==> config.mk <==
export PLATFORM = sky130hd
export DESIGN_NAME = spi_divider_flat
export DESIGN_NICKNAME = d
export VERILOG_FILES = /design/src/rtl/spi_divider_if.sv /design/src/rtl/spi_divider.sv /design/src/flat_wrapper.sv
export SDC_FILE = /design/constraint.sdc
export NUM_CORES = 1
export LEC_CHECK = 0
export ABC_AREA = 1
export CAP_MARGIN = 20
export CORE_ASPECT_RATIO = 0.6
export CORE_MARGIN = 2
export CORE_UTILIZATION = 63
export CTS_CLUSTER_DIAMETER = 40
export DETAILED_ROUTE_END_ITERATION = 8
export DONT_BUFFER_PORTS = 1
export PLACE_DENSITY = 0.9
export SETUP_SLACK_MARGIN = 0.02
export SLEW_MARGIN = 20
export SYNTH_ARGS = -nofsm -noshare
export SYNTH_HDL_FRONTEND = slang
export SYNTH_SLANG_ARGS = --single-unit
==> constraint.sdc <==
create_clock -name clock -period 4.06 [get_ports clock]
set_input_delay 0.812 -clock clock [delete_from_list [all_inputs] [get_ports clock]]
set_output_delay 0.812 -clock clock [all_outputs]
set_load 0.05 [all_outputs]
==> src/rtl/spi_divider_if.sv <==
// SPI-side signals of the divider coprocessor.
// The master drives the serial lines; the slave returns the result bit stream and frame status.
interface spi_divider_if;
  logic sclk;
  logic mosi;
  logic nss;
  logic miso;
  logic busy;
  logic frame_done;
  logic err;

  modport master (output sclk, mosi, nss, input miso, busy, frame_done, err);
  modport slave  (input sclk, mosi, nss, output miso, busy, frame_done, err);
endinterface

==> src/rtl/spi_divider.sv <==
// SPI-slave 32-bit divide/remainder coprocessor: frame is opcode, A, B, wait bits, then the result.
// SPI_DIVIDER_SIGNED_EN adds signed DIV/REM opcodes and the sign-fix clock.
//
// state   | meaning
// --------+-----------------------------------------------------------
// IDLE    | waiting for nss falling edge
// RX_OP   | shifting in the opcode
// RX_A    | shifting in the dividend
// RX_B    | shifting in the divisor; divider starts after last bit
// WAIT    | wait bits while the divider iterates
// TX      | result shifted out on miso, one bit per sclk rising edge
// DONE    | one-clock frame_done pulse
module spi_divider #(
  parameter int DATA_WIDTH  = 32,
  parameter int OP_WIDTH    = 4,
  parameter int WAIT_BITS   = 8,
  parameter int SYNC_STAGES = 2
) (
  input logic          clock,
  input logic          reset,
  spi_divider_if.slave bus
);

  localparam int CNT_W = $clog2(DATA_WIDTH + 1);
  localparam logic [CNT_W-1:0] OP_LAST   = CNT_W'(OP_WIDTH - 1);
  localparam logic [CNT_W-1:0] DATA_LAST = CNT_W'(DATA_WIDTH - 1);
  localparam logic [CNT_W-1:0] WAIT_LAST = CNT_W'(WAIT_BITS - 1);
  localparam logic [CNT_W-1:0] TX_FULL   = CNT_W'(DATA_WIDTH);
  localparam logic [OP_WIDTH-1:0] OP_DIVU = OP_WIDTH'(4'hA);
  localparam logic [OP_WIDTH-1:0] OP_REMU = OP_WIDTH'(4'hB);
`ifdef SPI_DIVIDER_SIGNED_EN
  localparam logic [OP_WIDTH-1:0] OP_DIV  = OP_WIDTH'(4'hC);
  localparam logic [OP_WIDTH-1:0] OP_REM  = OP_WIDTH'(4'hD);
`endif

  typedef enum logic [2:0] {
    S_IDLE, S_RX_OP, S_RX_A, S_RX_B, S_WAIT, S_TX, S_DONE
  } state_t;

  typedef enum logic [1:0] {
    DV_IDLE, DV_RUN, DV_FIX, DV_DONE
  } dv_state_t;

  logic [SYNC_STAGES-1:0] sclk_sync, mosi_sync, nss_sync;
  logic sclk_s, mosi_s, nss_s;
  logic sclk_q, nss_q;
  logic sclk_rise, nss_fall, nss_rise, rx_edge;

  state_t state_q, state_d;
  logic [CNT_W-1:0]      cnt_q, cnt_d;
  logic [OP_WIDTH-1:0]   op_q, op_d;
  logic [DATA_WIDTH-1:0] a_q, a_d, b_q, b_d, tx_q, tx_d;
  logic miso_q, miso_d, busy_q, busy_d, err_q, err_d, done_q, done_d;
  logic div_start, start_q, div_clear;
  logic go_abort, go_done;

  dv_state_t dv_state_q, dv_state_d;
  logic [DATA_WIDTH-1:0] dvd_q, rem_q, dvs_q;
  logic [CNT_W-1:0]      it_q;
  logic                  rem_sel_q;
  logic [DATA_WIDTH:0]   r_shift;
  logic [DATA_WIDTH-1:0] rem_step, a_mag, b_mag, div_result, tx_res;
  logic                  take, div_done, rem_op;
`ifdef SPI_DIVIDER_SIGNED_EN
  logic sgn_op, a_neg, b_neg;
  logic neg_quo_q, neg_rem_q, bzero_q;
`endif

  function automatic logic op_supported(input logic [OP_WIDTH-1:0] op);
`ifdef SPI_DIVIDER_SIGNED_EN
    return (op == OP_DIVU) || (op == OP_REMU) || (op == OP_DIV) || (op == OP_REM);
`else
    return (op == OP_DIVU) || (op == OP_REMU);
`endif
  endfunction

  // Sync flops reset low so a slave select held low across reset is not seen as a new frame.
  always_ff @(posedge clock or negedge reset) begin
    if (!reset) begin
      sclk_sync <= '0;
      mosi_sync <= '0;
      nss_sync  <= '0;
      sclk_q    <= 1'b0;
      nss_q     <= 1'b0;
    end else begin
      sclk_sync[0] <= bus.sclk;
      mosi_sync[0] <= bus.mosi;
      nss_sync[0]  <= bus.nss;
      for (int i = 1; i < SYNC_STAGES; i++) begin
        sclk_sync[i] <= sclk_sync[i-1];
        mosi_sync[i] <= mosi_sync[i-1];
        nss_sync[i]  <= nss_sync[i-1];
      end
      sclk_q <= sclk_s;
      nss_q  <= nss_s;
    end
  end

  assign sclk_s    = sclk_sync[SYNC_STAGES-1];
  assign mosi_s    = mosi_sync[SYNC_STAGES-1];
  assign nss_s     = nss_sync[SYNC_STAGES-1];
  assign sclk_rise = sclk_s & ~sclk_q;
  assign nss_fall  = ~nss_s & nss_q;
  assign nss_rise  = nss_s & ~nss_q;
  assign rx_edge   = sclk_rise & ~nss_s;

  always_ff @(posedge clock or negedge reset) begin
    if (!reset) begin
      state_q <= S_IDLE;
      cnt_q   <= '0;
      op_q    <= '0;
      a_q     <= '0;
      b_q     <= '0;
      tx_q    <= '0;
      miso_q  <= 1'b0;
      busy_q  <= 1'b0;
      err_q   <= 1'b0;
      done_q  <= 1'b0;
      start_q <= 1'b0;
    end else begin
      state_q <= state_d;
      cnt_q   <= cnt_d;
      op_q    <= op_d;
      a_q     <= a_d;
      b_q     <= b_d;
      tx_q    <= tx_d;
      miso_q  <= miso_d;
      busy_q  <= busy_d;
      err_q   <= err_d;
      done_q  <= done_d;
      start_q <= div_start;
    end
  end

  assign div_done   = (dv_state_q == DV_DONE);
  assign div_result = rem_sel_q ? rem_q : dvd_q;
  assign tx_res     = (div_done && op_supported(op_q)) ? div_result : '0;

  always_comb begin
    state_d   = state_q;
    cnt_d     = cnt_q;
    op_d      = op_q;
    a_d       = a_q;
    b_d       = b_q;
    tx_d      = tx_q;
    miso_d    = 1'b0;
    busy_d    = busy_q;
    err_d     = err_q;
    done_d    = 1'b0;
    div_start = 1'b0;
    div_clear = 1'b0;
    go_abort  = 1'b0;
    go_done   = 1'b0;
    case (state_q)
      S_IDLE: begin
        if (nss_fall) begin
          state_d = S_RX_OP;
          cnt_d   = '0;
          busy_d  = 1'b1;
          err_d   = 1'b0;
        end
      end
      S_RX_OP: begin
        if (nss_rise) go_abort = 1'b1;
        else if (rx_edge) begin
          op_d = {op_q[OP_WIDTH-2:0], mosi_s};
          if (cnt_q == OP_LAST) begin
            state_d = S_RX_A;
            cnt_d   = '0;
            if (!op_supported(op_d)) err_d = 1'b1;
          end else cnt_d = cnt_q + CNT_W'(1);
        end
      end
      S_RX_A: begin
        if (nss_rise) go_abort = 1'b1;
        else if (rx_edge) begin
          a_d = {a_q[DATA_WIDTH-2:0], mosi_s};
          if (cnt_q == DATA_LAST) begin
            state_d = S_RX_B;
            cnt_d   = '0;
          end else cnt_d = cnt_q + CNT_W'(1);
        end
      end
      S_RX_B: begin
        if (nss_rise) go_abort = 1'b1;
        else if (rx_edge) begin
          b_d = {b_q[DATA_WIDTH-2:0], mosi_s};
          if (cnt_q == DATA_LAST) begin
            state_d   = S_WAIT;
            cnt_d     = '0;
            div_start = 1'b1;
          end else cnt_d = cnt_q + CNT_W'(1);
        end
      end
      S_WAIT: begin
        if (nss_rise) go_abort = 1'b1;
        else if (rx_edge) begin
          if (cnt_q == WAIT_LAST) begin
            state_d = S_TX;
            cnt_d   = CNT_W'(1);
            miso_d  = tx_res[DATA_WIDTH-1];
            tx_d    = {tx_res[DATA_WIDTH-2:0], 1'b0};
            if (!div_done) err_d = 1'b1;
          end else cnt_d = cnt_q + CNT_W'(1);
        end
      end
      S_TX: begin
        miso_d = miso_q;
        if (nss_rise) begin
          if (cnt_q == TX_FULL) go_done = 1'b1;
          else go_abort = 1'b1;
        end else if (rx_edge) begin
          if (cnt_q == TX_FULL) go_done = 1'b1;
          else begin
            miso_d = tx_q[DATA_WIDTH-1];
            tx_d   = {tx_q[DATA_WIDTH-2:0], 1'b0};
            cnt_d  = cnt_q + CNT_W'(1);
          end
        end
      end
      S_DONE:  state_d = S_IDLE;
      default: state_d = S_IDLE;
    endcase
    if (go_done) begin
      state_d   = S_DONE;
      cnt_d     = '0;
      done_d    = 1'b1;
      busy_d    = 1'b0;
      miso_d    = 1'b0;
      div_clear = 1'b1;
    end
    if (go_abort) begin
      state_d   = S_IDLE;
      cnt_d     = '0;
      busy_d    = 1'b0;
      miso_d    = 1'b0;
      div_clear = 1'b1;
    end
  end

  assign bus.miso       = miso_q;
  assign bus.busy       = busy_q;
  assign bus.frame_done = done_q;
  assign bus.err        = err_q;

  // Divider operates on magnitudes; signs are re-applied in the fix clock.
`ifdef SPI_DIVIDER_SIGNED_EN
  assign sgn_op = (op_q == OP_DIV) || (op_q == OP_REM);
  assign a_neg  = sgn_op & a_q[DATA_WIDTH-1];
  assign b_neg  = sgn_op & b_q[DATA_WIDTH-1];
  assign a_mag  = a_neg ? -a_q : a_q;
  assign b_mag  = b_neg ? -b_q : b_q;
  assign rem_op = (op_q == OP_REMU) || (op_q == OP_REM);
`else
  assign a_mag  = a_q;
  assign b_mag  = b_q;
  assign rem_op = (op_q == OP_REMU);
`endif

  assign r_shift  = {rem_q, dvd_q[DATA_WIDTH-1]};
  assign take     = (r_shift >= {1'b0, dvs_q});
  assign rem_step = take ? (r_shift[DATA_WIDTH-1:0] - dvs_q) : r_shift[DATA_WIDTH-1:0];

  always_comb begin
    dv_state_d = dv_state_q;
    case (dv_state_q)
      DV_RUN: begin
        if (it_q == '0) begin
`ifdef SPI_DIVIDER_SIGNED_EN
          dv_state_d = DV_FIX;
`else
          dv_state_d = DV_DONE;
`endif
        end
      end
      DV_FIX:  dv_state_d = DV_DONE;
      default: dv_state_d = dv_state_q;
    endcase
    if (start_q)   dv_state_d = DV_RUN;
    if (div_clear) dv_state_d = DV_IDLE;
  end

  always_ff @(posedge clock or negedge reset) begin
    if (!reset) begin
      dv_state_q <= DV_IDLE;
      dvd_q      <= '0;
      rem_q      <= '0;
      dvs_q      <= '0;
      it_q       <= '0;
      rem_sel_q  <= 1'b0;
`ifdef SPI_DIVIDER_SIGNED_EN
      neg_quo_q  <= 1'b0;
      neg_rem_q  <= 1'b0;
      bzero_q    <= 1'b0;
`endif
    end else begin
      dv_state_q <= dv_state_d;
      if (start_q) begin
        dvd_q     <= a_mag;
        dvs_q     <= b_mag;
        rem_q     <= '0;
        it_q      <= DATA_LAST;
        rem_sel_q <= rem_op;
`ifdef SPI_DIVIDER_SIGNED_EN
        neg_quo_q <= a_neg ^ b_neg;
        neg_rem_q <= a_neg;
        bzero_q   <= (b_q == '0);
`endif
      end else if (dv_state_q == DV_RUN) begin
        rem_q <= rem_step;
        dvd_q <= {dvd_q[DATA_WIDTH-2:0], take};
        it_q  <= it_q - CNT_W'(1);
      end
`ifdef SPI_DIVIDER_SIGNED_EN
      // Divide by zero keeps the all-ones quotient; negating |A| restores A as the remainder.
      else if (dv_state_q == DV_FIX) begin
        if (neg_quo_q && !bzero_q) dvd_q <= -dvd_q;
        if (neg_rem_q) rem_q <= -rem_q;
      end
`endif
    end
  end

endmodule

==> src/flat_wrapper.sv <==
// flat-port wrapper written by rule: the top's interface ports become plain ports
module spi_divider_flat 
#(
  parameter int DATA_WIDTH  = 32,
  parameter int OP_WIDTH    = 4,
  parameter int WAIT_BITS   = 8,
  parameter int SYNC_STAGES = 2
)
  (clock, reset, bus_sclk, bus_mosi, bus_nss, bus_miso, bus_busy, bus_frame_done, bus_err);
  spi_divider_if bus_i ();
  input logic clock;
  input logic reset;
  input wire logic [$bits(bus_i.sclk)-1:0] bus_sclk;
  input wire logic [$bits(bus_i.mosi)-1:0] bus_mosi;
  input wire logic [$bits(bus_i.nss)-1:0] bus_nss;
  output wire logic [$bits(bus_i.miso)-1:0] bus_miso;
  output wire logic [$bits(bus_i.busy)-1:0] bus_busy;
  output wire logic [$bits(bus_i.frame_done)-1:0] bus_frame_done;
  output wire logic [$bits(bus_i.err)-1:0] bus_err;
  assign bus_i.sclk = bus_sclk;
  assign bus_i.mosi = bus_mosi;
  assign bus_i.nss = bus_nss;
  assign bus_miso = bus_i.miso;
  assign bus_busy = bus_i.busy;
  assign bus_frame_done = bus_i.frame_done;
  assign bus_err = bus_i.err;
  spi_divider #(.DATA_WIDTH(DATA_WIDTH), .OP_WIDTH(OP_WIDTH), .WAIT_BITS(WAIT_BITS), .SYNC_STAGES(SYNC_STAGES)) u_core (.clock(clock), .reset(reset), .bus(bus_i));
endmodule
Word level (Yosys, flattened, before mapping). Cells that the tools add are included.

Multiplexer cells: 89. Eq/ne operators: 48. $add $sub $neg: 3. Bitwise operators: 8. Reduce and logical (&&, ||, !) cells: 24. Order comparisons: 1.

Operators with widths (count): $mux W32 (13); $mux W6 (17); $pmux W32 S2 (1); $ne A4 B1 Y1 const B (12); $mux W3 (15); $mux W1 (34); $ge A33 B32 Y1 (1); $sub A32 B32 Y32 (1); $pmux W6 S5 (1); $ne A4 B4 Y1 const B (6); $pmux W3 S6 (1); $eq A4 B4 Y1 const B (4); $reduce_and A14 Y1 (1); $ne A2 B1 Y1 const B (6); $ne A2 B2 Y1 const B (6); $reduce_and A3 Y1 (4); $reduce_and A11 Y1 (1); $reduce_and A10 Y1 (1); $reduce_bool A3 Y1 (3); $reduce_and A7 Y1 (1); $reduce_bool A7 Y1 (1); $add A6 B1 Y6 const B (1); $eq A3 B2 Y1 const B (2); $eq A3 B3 Y1 const B (2); 25 further kinds (38).

Logic and storage cells: 195. Output and inout port bits: 4. Register bits after elaboration: 227.

Depth between registers and ports, before layout. Gate-level depths: netlist (run 1).

Word-level depth: 10. Depth in mapped cells: 17. Depth with buffers taken out: 16.

Worst setup path after synthesis (run 1). No wires, ideal clock.

Kind: reg2reg. Start: reg u_core.rem_q[22]. End: reg u_core.rem_q[28]. Cell stages (with the launch flop): 15. Arrival: 1843 ps. Period minus slack after synthesis: 1959 ps. Buffers on the path: 1. Slack: 2101 ps. Library setup time: 116 ps. Cell sequence: dfrtp_1 -> ha_1 -> nand2_2 -> inv_1 -> a21oi_2 -> nand2_1 -> nand2_1 -> nand2_1 -> nor2_4 -> buf_6 -> nand3_1 -> nand2_1 -> clkinv_1 -> nand2_1 -> nand2_1.

Word-level cells in the longest chain between the ends: 4. Elaborated cells between the ends (all ways): 5. Classes of those cells: add/sub: 1; order compare: 1; mux: 3.

RTL lines: start: declaration (line spi_divider.sv:58) `logic [DATA_WIDTH-1:0] dvd_q, rem_q, dvs_q;`; start signal: assignment (line spi_divider.sv:310) `rem_q <= rem_step;`; $sub A32 B32 Y32 / $ge A33 B32 Y1 (equally long branches) (line spi_divider.sv:262, spi_divider.sv:261); $mux W32 * (line spi_divider.sv:262) `assign rem_step = take ? (r_shift[DATA_WIDTH-1:0] - dvs_q) : r_shift[DATA_WIDTH-1:0];`; $mux W32 * (line spi_divider.sv:309) `end else if (dv_state_q == DV_RUN) begin`; $mux W32 * (line spi_divider.sv:298) `if (start_q) begin`.

Mark *: on every way between the ends. The rest lies on a longest branch, timed or not. The select of a mux whose other input is x is not followed. A chain may end at the register's enable or synchronous reset.

Worst setup path in the final report (run 1).
Start: reg u_core.rem_q[19]. End: reg u_core.rem_q[1].

Word-level cells in the longest chain between the ends: 4.

RTL lines: $ge A33 B32 Y1 (line spi_divider.sv:261) `assign take = (r_shift >= {1'b0, dvs_q});`; $mux W32 (line spi_divider.sv:262); $mux W32 (line spi_divider.sv:309); $mux W32 (line spi_divider.sv:298).

No other way between the ends. The select of a mux whose other input is x is not followed.

==> metrics.md, run 1 <==
| Metric | Value |
|---|---|
| Outcome | complete, but fails checks |
| Failing checks | negative hold slack |
| Post-CTS Setup Bufs | 0 |
| CTS root buf | clkbuf_16 |
| Setup crit start kind | register |
| Internal Power | 4.027 mW |
| Data arrival time of the critical path | 3.19 ns |
| I/O pins | 9 |
| Hold WC Path Type | primary input to asynchronous set/reset pin |
| Ys Warns | 0 |
| Die Width | between 150 and 200 µm |
| Routed Antenna Nets | 0 |
| Diode count | 0 |
| Pwr dens | 411.7 mW/mm² |
| Max IR drop VDD | 447.5 µV |
| FF-to-FF path depth | 12 |
| Area Overhead vs Synth | 7.390% |
| First-pass GRT wire length | 55730 µm |
| Sw Ratio | 28.75% |
| Minimum clock period | 2.796 ns |
| Mapped Cells | approximately 1600 |
| Die Y | 114.3 µm |
| CTS tree | done |
| Routed len/inst | 18.08 µm |
| Endpoints failing hold | 57 |
| NetSw | 1.625 mW |
| H-tree Lvls | 1 |
| WL final | 34640 µm |
| Placer Congestion | 0.9880 |
| Worst slew pin tran | 0.9835 ns |
| RSZ-0062 raised after global routing | no |
| Crit Path Max Fanout | 18 |
| # rows | 40 |
| CP Cell Sequence | ha_1 -> nand2_1 -> nor2_2 -> nand2_1 -> nor2_2 -> nand2_1 -> nor2_4 -> nor2_4 -> buf_4 -> nand3_1 -> nand3_1 -> o21ai_0 |
| Rel. slew slack | 34.20% |
| Synth cell types | 52 |
| F_max | 0.3576 GHz |
| Final TNS setup | 0 ns |
| Initial core utilization | between 60% and 70% |
| Cts bufs inserted | 25 |
| Max stage delay on crit path | 0.45 ns |
| # setup viols final | 0 |
| Final Skew | 0.01673 ns |
| Maximum clock path buffer count | 3 |
| CP Class | register to register |
| Post-synth EDFFs | 0 |
| Fill cells | 1559 |
| Seq pwr share | 47.8% |
| Antenna violations before repair | 0 |
| Clock-pin slew on the worst setup and hold paths | roughly 0.060 ns |
| Layout cells sized above 1 | about a tenth |
| Slowest cell on the critical path | nor2_4 |
| Max-cap check violation count | 0 |
| Sequential area share after synthesis | 44.24% |
| Cts repair resizes | 0 |
| Post-DP HPWL | 23320 µm |
| Die area | 0.02148 mm² |
| Core ar. | 0.01997 mm² |
| Synth Flop Type | dfrtp_1 |
| Crit path required time | 4.45 ns |
| Power share of the clock group | 40.2% |
| Syn avg cell area | 7.761 µm² |
| Drt first-iter violations | 1529 |
| Fin cells | 1916 |
| Syn Nets | between 1500 and 2000 |
| Gate power share | 12.1% |
| Pre-antenna DRT Iters | 6 |
| Clock latency on the worst-skew pair | 0.54 ns |
| Asr flop ratio synth | 100.0% |
| # DRC | 0 |
| Vias in the first global route | 10630 |
| P_leak | 7.196 nW |
| GRT Total Usage | 32.85% |
| CP Capture Type | register |
| Max Transition Viols Final | 0 |
| Largest net degree at the start of global routing | around 230 |
| Synth Cell Area | 0.01278 mm² |
| Clock Sinks | between 200 and 250 |
| FF+latch count, synth | 226 |
| Grt total ovfl | 0 |
| Via Count | 11380 |
| Via-to-Cell Ratio | 5.938 |
| Port buffer count | 0 |
| Final nets | 1668 |
| Final period util | around 69% |
| Final hold slack | -0.01880 ns |
| Placed Instances | about 1900 |
| CP dominant cell by count | nand2_1 |
## area by class of cell
cell class / instances / area, µm² / area share, %
well taps: 273 / 341.6 / 2.488
inverters: 250 / 938.4 / 6.836
clock buffers: 32 / 691.9 / 5.041
clock inverters: 14 / 130.1 / 0.9480
repair buffers: 11 / 102.6 / 0.7474
flip-flops and latches: 226 / 5658 / 41.22
multi-input cells: 1110 / 5864 / 42.72
## power by group through the flow
stage | clock network (mW) | logic (mW) | registers, mW
4_1_cts | 2.29 | 0.661 | 2.69
6_report | 2.27 | 0.681 | 2.70
3_5_place_dp | 0 | 0.645 | 2.72
3_3_place_gp | 0 | 0.612 | 2.71
2_1_floorplan | 0 | 0.503 | 2.68
5_1_grt | 2.40 | 0.743 | 2.72
## cell usage in the layout (no fill, tap or decap), types with 3 or more instances in the layout
cell type | netlist | routed
mux2_2 | 54 | 54
clkbuf_1 | 20 | 3
ha_1 | 38 | 38
o21ai_1 | 10 | 10
xnor2_1 | 14 | 14
o31ai_1 | 3 | 3
inv_1 | 241 | 241
a21oi_1 | 142 | 142
dfrtp_1 | 226 | 224
o21ai_0 | 59 | 59
nor3_1 | 7 | 7
clkbuf_16 | 0 | 25
and2_1 | 4 | 4
buf_4 | 5 | 10
clkinv_1 | 7 | 7
nor2_4 | 2 | 3
a31oi_1 | 7 | 7
nand3b_1 | 13 | 13
inv_6 | 0 | 5
clkinv_2 | 0 | 5
o21bai_1 | 3 | 3
nand2_2 | 13 | 13
clkbuf_8 | 0 | 4
nor3b_1 | 3 | 3
nor2_1 | 166 | 165
nand4_1 | 13 | 13
nand3_2 | 12 | 12
nand2_1 | 395 | 395
nor2_2 | 9 | 9
nand3_1 | 91 | 91
o22ai_1 | 30 | 30
## Yosys cell counts (2+ instances only)
cell type	instances	area share, %
nand2_1	395	12
inv_1	241	7.1
dfrtp_1	226	44
nor2_1	166	4.9
a21oi_1	142	5.6
nand3_1	91	3.6
o21ai_0	59	2.3
mux2_2	54	4.8
ha_1	38	3.7
o22ai_1	30	1.5
clkbuf_1	20	0.59
buf_2	16	0.63
xnor2_1	14	0.96
buf_1	13	0.38
nand2_2	13	0.64
nand3b_1	13	0.76
nand4_1	13	0.64
nand3_2	12	0.94
o21ai_1	10	0.39
nor2_2	9	0.44
a31oi_1	7	0.34
clkinv_1	7	0.21
nor3_1	7	0.27
buf_4	5	0.29
buf_6	5	0.44
and2_1	4	0.20
nor3b_1	3	0.18
o21bai_1	3	0.18
o31ai_1	3	0.18
a22oi_1	2	0.12
inv_2	2	0.059
nor2_4	2	0.18
o211ai_1	2	0.12
o21a_1	2	0.12
## critical path, delay by kind of cell, from the launching register on
family / cells / cell delay [ns]
buffers and inverters: 1 / 0.37
adder cells (fa/ha/maj): 1 / 0.39
AO/OA/AOI/OAI: 1 / 0.11
AND/OR/NAND/NOR: 9 / 1.32
flip-flops: 1 / 0.44
## kinds of logic (layout without fill, tap and decap cells)
group	after synthesis	count (layout)	synth area share [%]
xor gates and xnor gates	15	15	1.028
AOI/OAI and AO/OA	267	267	11.27
muxes	56	56	4.924
and+or+nand+nor	733	733	24.72
adders and majority gates	39	39	3.876
buffers and inverters	311	307	9.945
DFF	226	226	44.24
## through the flow
| stage | hold WS, ns | power [mW] | setup slack [ns] | util [%] | cell area [µm²] |
|---|---|---|---|---|---|
| final | -0.01880 | 5.652 | 1.264 | 68.74 | 13730 |
| after global routing | -0.04716 | 5.863 | 1.166 | 68.74 | 13730 |
| after CTS | -0.04297 | 5.639 | 1.367 | 68.60 | 13700 |
| after detailed placement | 0.3409 | 3.370 | 1.386 | 64.49 | 12880 |
| after global placement | 0.3317 | 3.324 | 1.427 | 64.49 | 12880 |
| after floorplan | 0.3312 | 3.186 | 2.101 | - | 12780 |
## metal layers
layer | GRT usage (%) | part of all wire [%] | vias up
met5 | 0 | 0 | -
met4 | 8.136 | 2.3 | 0
met3 | 7.570 | 11 | 95
met2 | 48.67 | 42 | 687
met1 | 49.04 | 44 | 5364
li1 | - | - | 5232
## state kept, by name, summed over array words and instances (netlist names), 2 cells and up
signal	flops
u_core.a_mag	32
u_core.b_mag	32
u_core.cnt_q	6
u_core.dv_state_q	2
u_core.dvd_q	32
u_core.dvs_q	32
u_core.it_q	6
u_core.mosi_sync	2
u_core.nss_sync	2
u_core.op_q	4
u_core.rem_q	32
u_core.sclk_sync	2
u_core.state_q	3
u_core.tx_q	31
## final timing paths
check | end | slack, ns | startpoint
min reg2reg | u_core.sclk_sync[1]$_DFF_PN0_ | 0.35 | u_core.sclk_sync[0]$_DFF_PN0_
min | u_core.dvs_q[23]$_DFFE_PN0P_ | -0.02 | reset
max reg2reg | u_core.rem_q[1]$_DFFE_PN0P_ | 1.26 | u_core.rem_q[19]$_DFFE_PN0P_
max | u_core.rem_q[1]$_DFFE_PN0P_ | 1.26 | u_core.rem_q[19]$_DFFE_PN0P_
min in group clock | u_core.nss_sync[0]$_DFF_PN0_ | 0.30 | bus_nss
max in group asynchronous | u_core.start_q$_DFF_PN0_ | 3.59 | reset
No activity file was read; power rests on OpenSTA's default activity.
==> inputs of run 2 (changes only) <==
- clock period: 4.06 -> 2.8 ns (I/O delays scaled with it)
==> run 2 against run 1 <==
Against the previous run: the flow still finishes with violations (negative hold slack); global-route usage is 0.59 points lower; critical path type unchanged; clock-buffer cell count is the same; die area unchanged; non-clock buffer count is 17 higher; sequential power is 45% higher; sequential share of layout area decreased by 0.51 points; via count shrank 1.1%; wire length shrank 2.0%; clock power rose by 42%; combinational power grew 40%; power up 43%.
==> metrics.md, run 2 (synthesis gave the netlist of run 1 again) <==
| Metric | Value |
|---|---|
| Outcome | complete, but fails checks |
| Failing checks | negative hold slack |
| Worst Setup SP | u_core.rem_q[17]$_DFFE_PN0P_ |
| Hold WC Path Type | primary input to asynchronous set/reset pin |
| Area Overhead vs Synth | 8.741% |
| Port buffer count | 0 (unchanged) |
| Gate power share | 11.8% (-0.3 points) |
| Placer Congestion | 0.9575 (-3.1%) |
| Worst slew pin tran | 0.9785 ns (-0.004937 ns) |
| # rows | 40 (unchanged) |
| Drt first-iter violations | 1271 (-17%) |
| Crit path required time | 3.23 ns (-1.22 ns) |
| H-tree Lvls | 1 (unchanged) |
| WL final | 33940 µm (-2.0%) |
| Max-cap check violation count | 0 (unchanged) |
| Via Count | 11260 (-1.1%) |
| Layout cells sized above 1 | 10.42% (+0.92 points) |
| Most frequent cells in the layout | nand2_1, inv_1, dfrtp_1, nor2_1, a21oi_1 |
| Antenna violations before repair | 0 (unchanged) |
| NetSw | 2.331 mW (+43%) |
| Pre-CTS setup slack | -0.03380 ns (-1.420 ns) |
| # setup viols final | 0 (unchanged) |
| Pwr dens | 583.4 mW/mm² (+42%) |
| Die Width | 187.9 µm (unchanged) |
| Sw Ratio | 28.74% (about the same) |
| Routed Antenna Nets | 0 (unchanged) |
| CTS root buf | clkbuf_16 |
| Largest net degree at the start of global routing | 227 (unchanged) |
| Clock-pin slew on the worst setup and hold paths | 0.06 ns (about the same) |
| Cts bufs inserted | 26 (+4.0%) |
| Power share of the clock group | 39.9% (-0.3 points) |
| Max Transition Viols Final | 0 (unchanged) |
| Die area | 0.02148 mm² (unchanged) |
| Maximum clock path buffer count | 3 (unchanged) |
| Diode count | 0 (unchanged) |
| Final TNS setup | 0 ns (unchanged) |
| RSZ-0062 raised after global routing | no |
| Vias in the first global route | 10670 (+0.43%) |
| Clock Sinks | 226 (unchanged) |
| GRT Total Usage | 32.26% (-0.59 points) |
| R2r endpoint | u_core.rem_q[4]$_DFFE_PN0P_ |
| Die Y | 114.3 µm (unchanged) |
| Slack of the worst reg-to-reg path | 0.13 ns (-1.13 ns) |
| I/O pins | 9 (unchanged) |
| Grt total ovfl | 0 (unchanged) |
| Initial core utilization | 64.01% (unchanged) |
| Rel. slew slack | 34.53% (+0.33 points) |
| Setup crit start kind | register |
| Post-DP HPWL | 22890 µm (-1.9%) |
| # DRC | 0 (unchanged) |
| Via-to-Cell Ratio | 5.820 (-2.0%) |
| Seq pwr share | 48.3% (+0.5 points) |
| Final design instance area without fill | 0.01390 mm² (+1.3%) |
| FF-to-FF path depth | 13 (+1) |
| Final nets | 1688 (+1.2%) |
| Internal Power | 5.779 mW (+43%) |
| Final period util | 95.33% (+26 points) |
| Crit Path Max Fanout | 16 (-2) |
| Final setup margin | 0.1307 ns (-1.133 ns) |
| P_leak | 7.283 nW (+1.2%) |
| CP Class | register to register |
| Fill cells | 1539 (-1.3%) |
| Routed len/inst | 17.55 µm (-3.0%) |
| Endpoints failing hold | 226 (+300%) |
| Clock latency on the worst-skew pair | 0.55 ns (about the same) |
| Area after DPL | 0.01304 mm² (+1.3%) |
| Final Skew | 0.02413 ns (+0.007398 ns) |
| Max IR drop VDD | 585.2 µV (+31%) |
| Most common cell after layout, fill and taps aside | nand2_1 |
| CTS tree | done |
| Critical R2R Launch | u_core.rem_q[17]$_DFFE_PN0P_ |
| Critical Path End | u_core.rem_q[4]$_DFFE_PN0P_ |
| Final hold slack | -0.2728 ns (-0.2540 ns) |
| First-pass GRT wire length | 55150 µm (-1.0%) |
| Pre-antenna DRT Iters | 6 (unchanged) |
| Core ar. | 0.01997 mm² (unchanged) |
| F_max | 0.3746 GHz (+4.8%) |
| CP Capture Type | register |
| Minimum clock period | 2.669 ns (-0.1271 ns) |
| Data arrival time of the critical path | 3.10 ns (-0.09 ns) |
==> run 2: stage by stage <==
| stage | total power, mW | util [%] | cells |
|---|---|---|---|
| after floorplan | 4.620 | - | 1647 |
| after global placement | 4.826 | 65.30 | 1884 |
| after detailed placement | 4.889 | 65.30 | 1884 |
| after CTS | 8.107 | 69.41 | 1930 |
| after global routing | 8.411 | 69.61 | 1934 |
| final | 8.110 | 69.61 | 1934 |
==> run 2: area by class of cell <==
class	count	area (µm²)	area share [%]
timing repair buffer	28	260.3	1.872
tap	273	341.6	2.457
clock inverter	13	110.1	0.7922
multi-input combinational	1112	5887	42.35
inverter	250	938.4	6.751
sequential	226	5658	40.71
clock buffer	32	704.4	5.068
==> run 2: worst min path at each step <==
stage                     start                      endpoint  slack [ns]  cells past startpoint
after CTS                 reset  u_core.b_mag[17]$_DFFE_PN0P_       -0.29                      0
after floorplan           reset   u_core.a_mag[0]$_DFFE_PN0P_        0.26                      0
after global routing      reset  u_core.dvs_q[17]$_DFFE_PN0P_       -0.30                      0
after global placement    reset  u_core.b_mag[27]$_DFFE_PN0P_        0.27                      0
final                     reset  u_core.b_mag[25]$_DFFE_PN0P_       -0.27                      0
after detailed placement  reset  u_core.b_mag[28]$_DFFE_PN0P_        0.27                      0
==> run 2: what timing repair did <==
item | in CTS | in global routing
setup endpoints to repair | 32 | 33
gates cloned | 1 | 1
pin swaps | 1 | 2
gates resized for setup | 0 | 1
hold endpoints to repair | 226 | 226
buffers inserted | 0 | 3
==> run 2: per-layer routing <==
layer  track usage [%]  up-vias  part of all wire [%]
met4             7.349        0                   2.1
met5                 0        -                     0
met2             47.26      608                    42
met1             48.61     5289                    46
met3             7.876       60                    11
li1                  -     5298                     -
==> run 2: power by group through the flow <==
stage          registers [mW]  clock network, mW  logic [mW]
2_1_floorplan            3.89                  0       0.730
3_3_place_gp             3.94                  0       0.888
3_5_place_dp             3.96                  0       0.930
4_1_cts                  3.91               3.26       0.935
5_1_grt                  3.95               3.40        1.06
6_report                 3.92               3.23       0.956
==> run 2: critical path, stage by stage (launching register included) <==
cell and delay (ns):
dfrtp_1 0.42, ha_1 0.36, nand2_1 0.10, nand2_1 0.07, nand2_1 0.06, nand2_1 0.08, nand2_1 0.07, nand2_1 0.08
nand2_1 0.07, nand2_1 0.16, nor2_2 0.71, nand3_1 0.16, nand3_1 0.13, o21ai_1 0.08
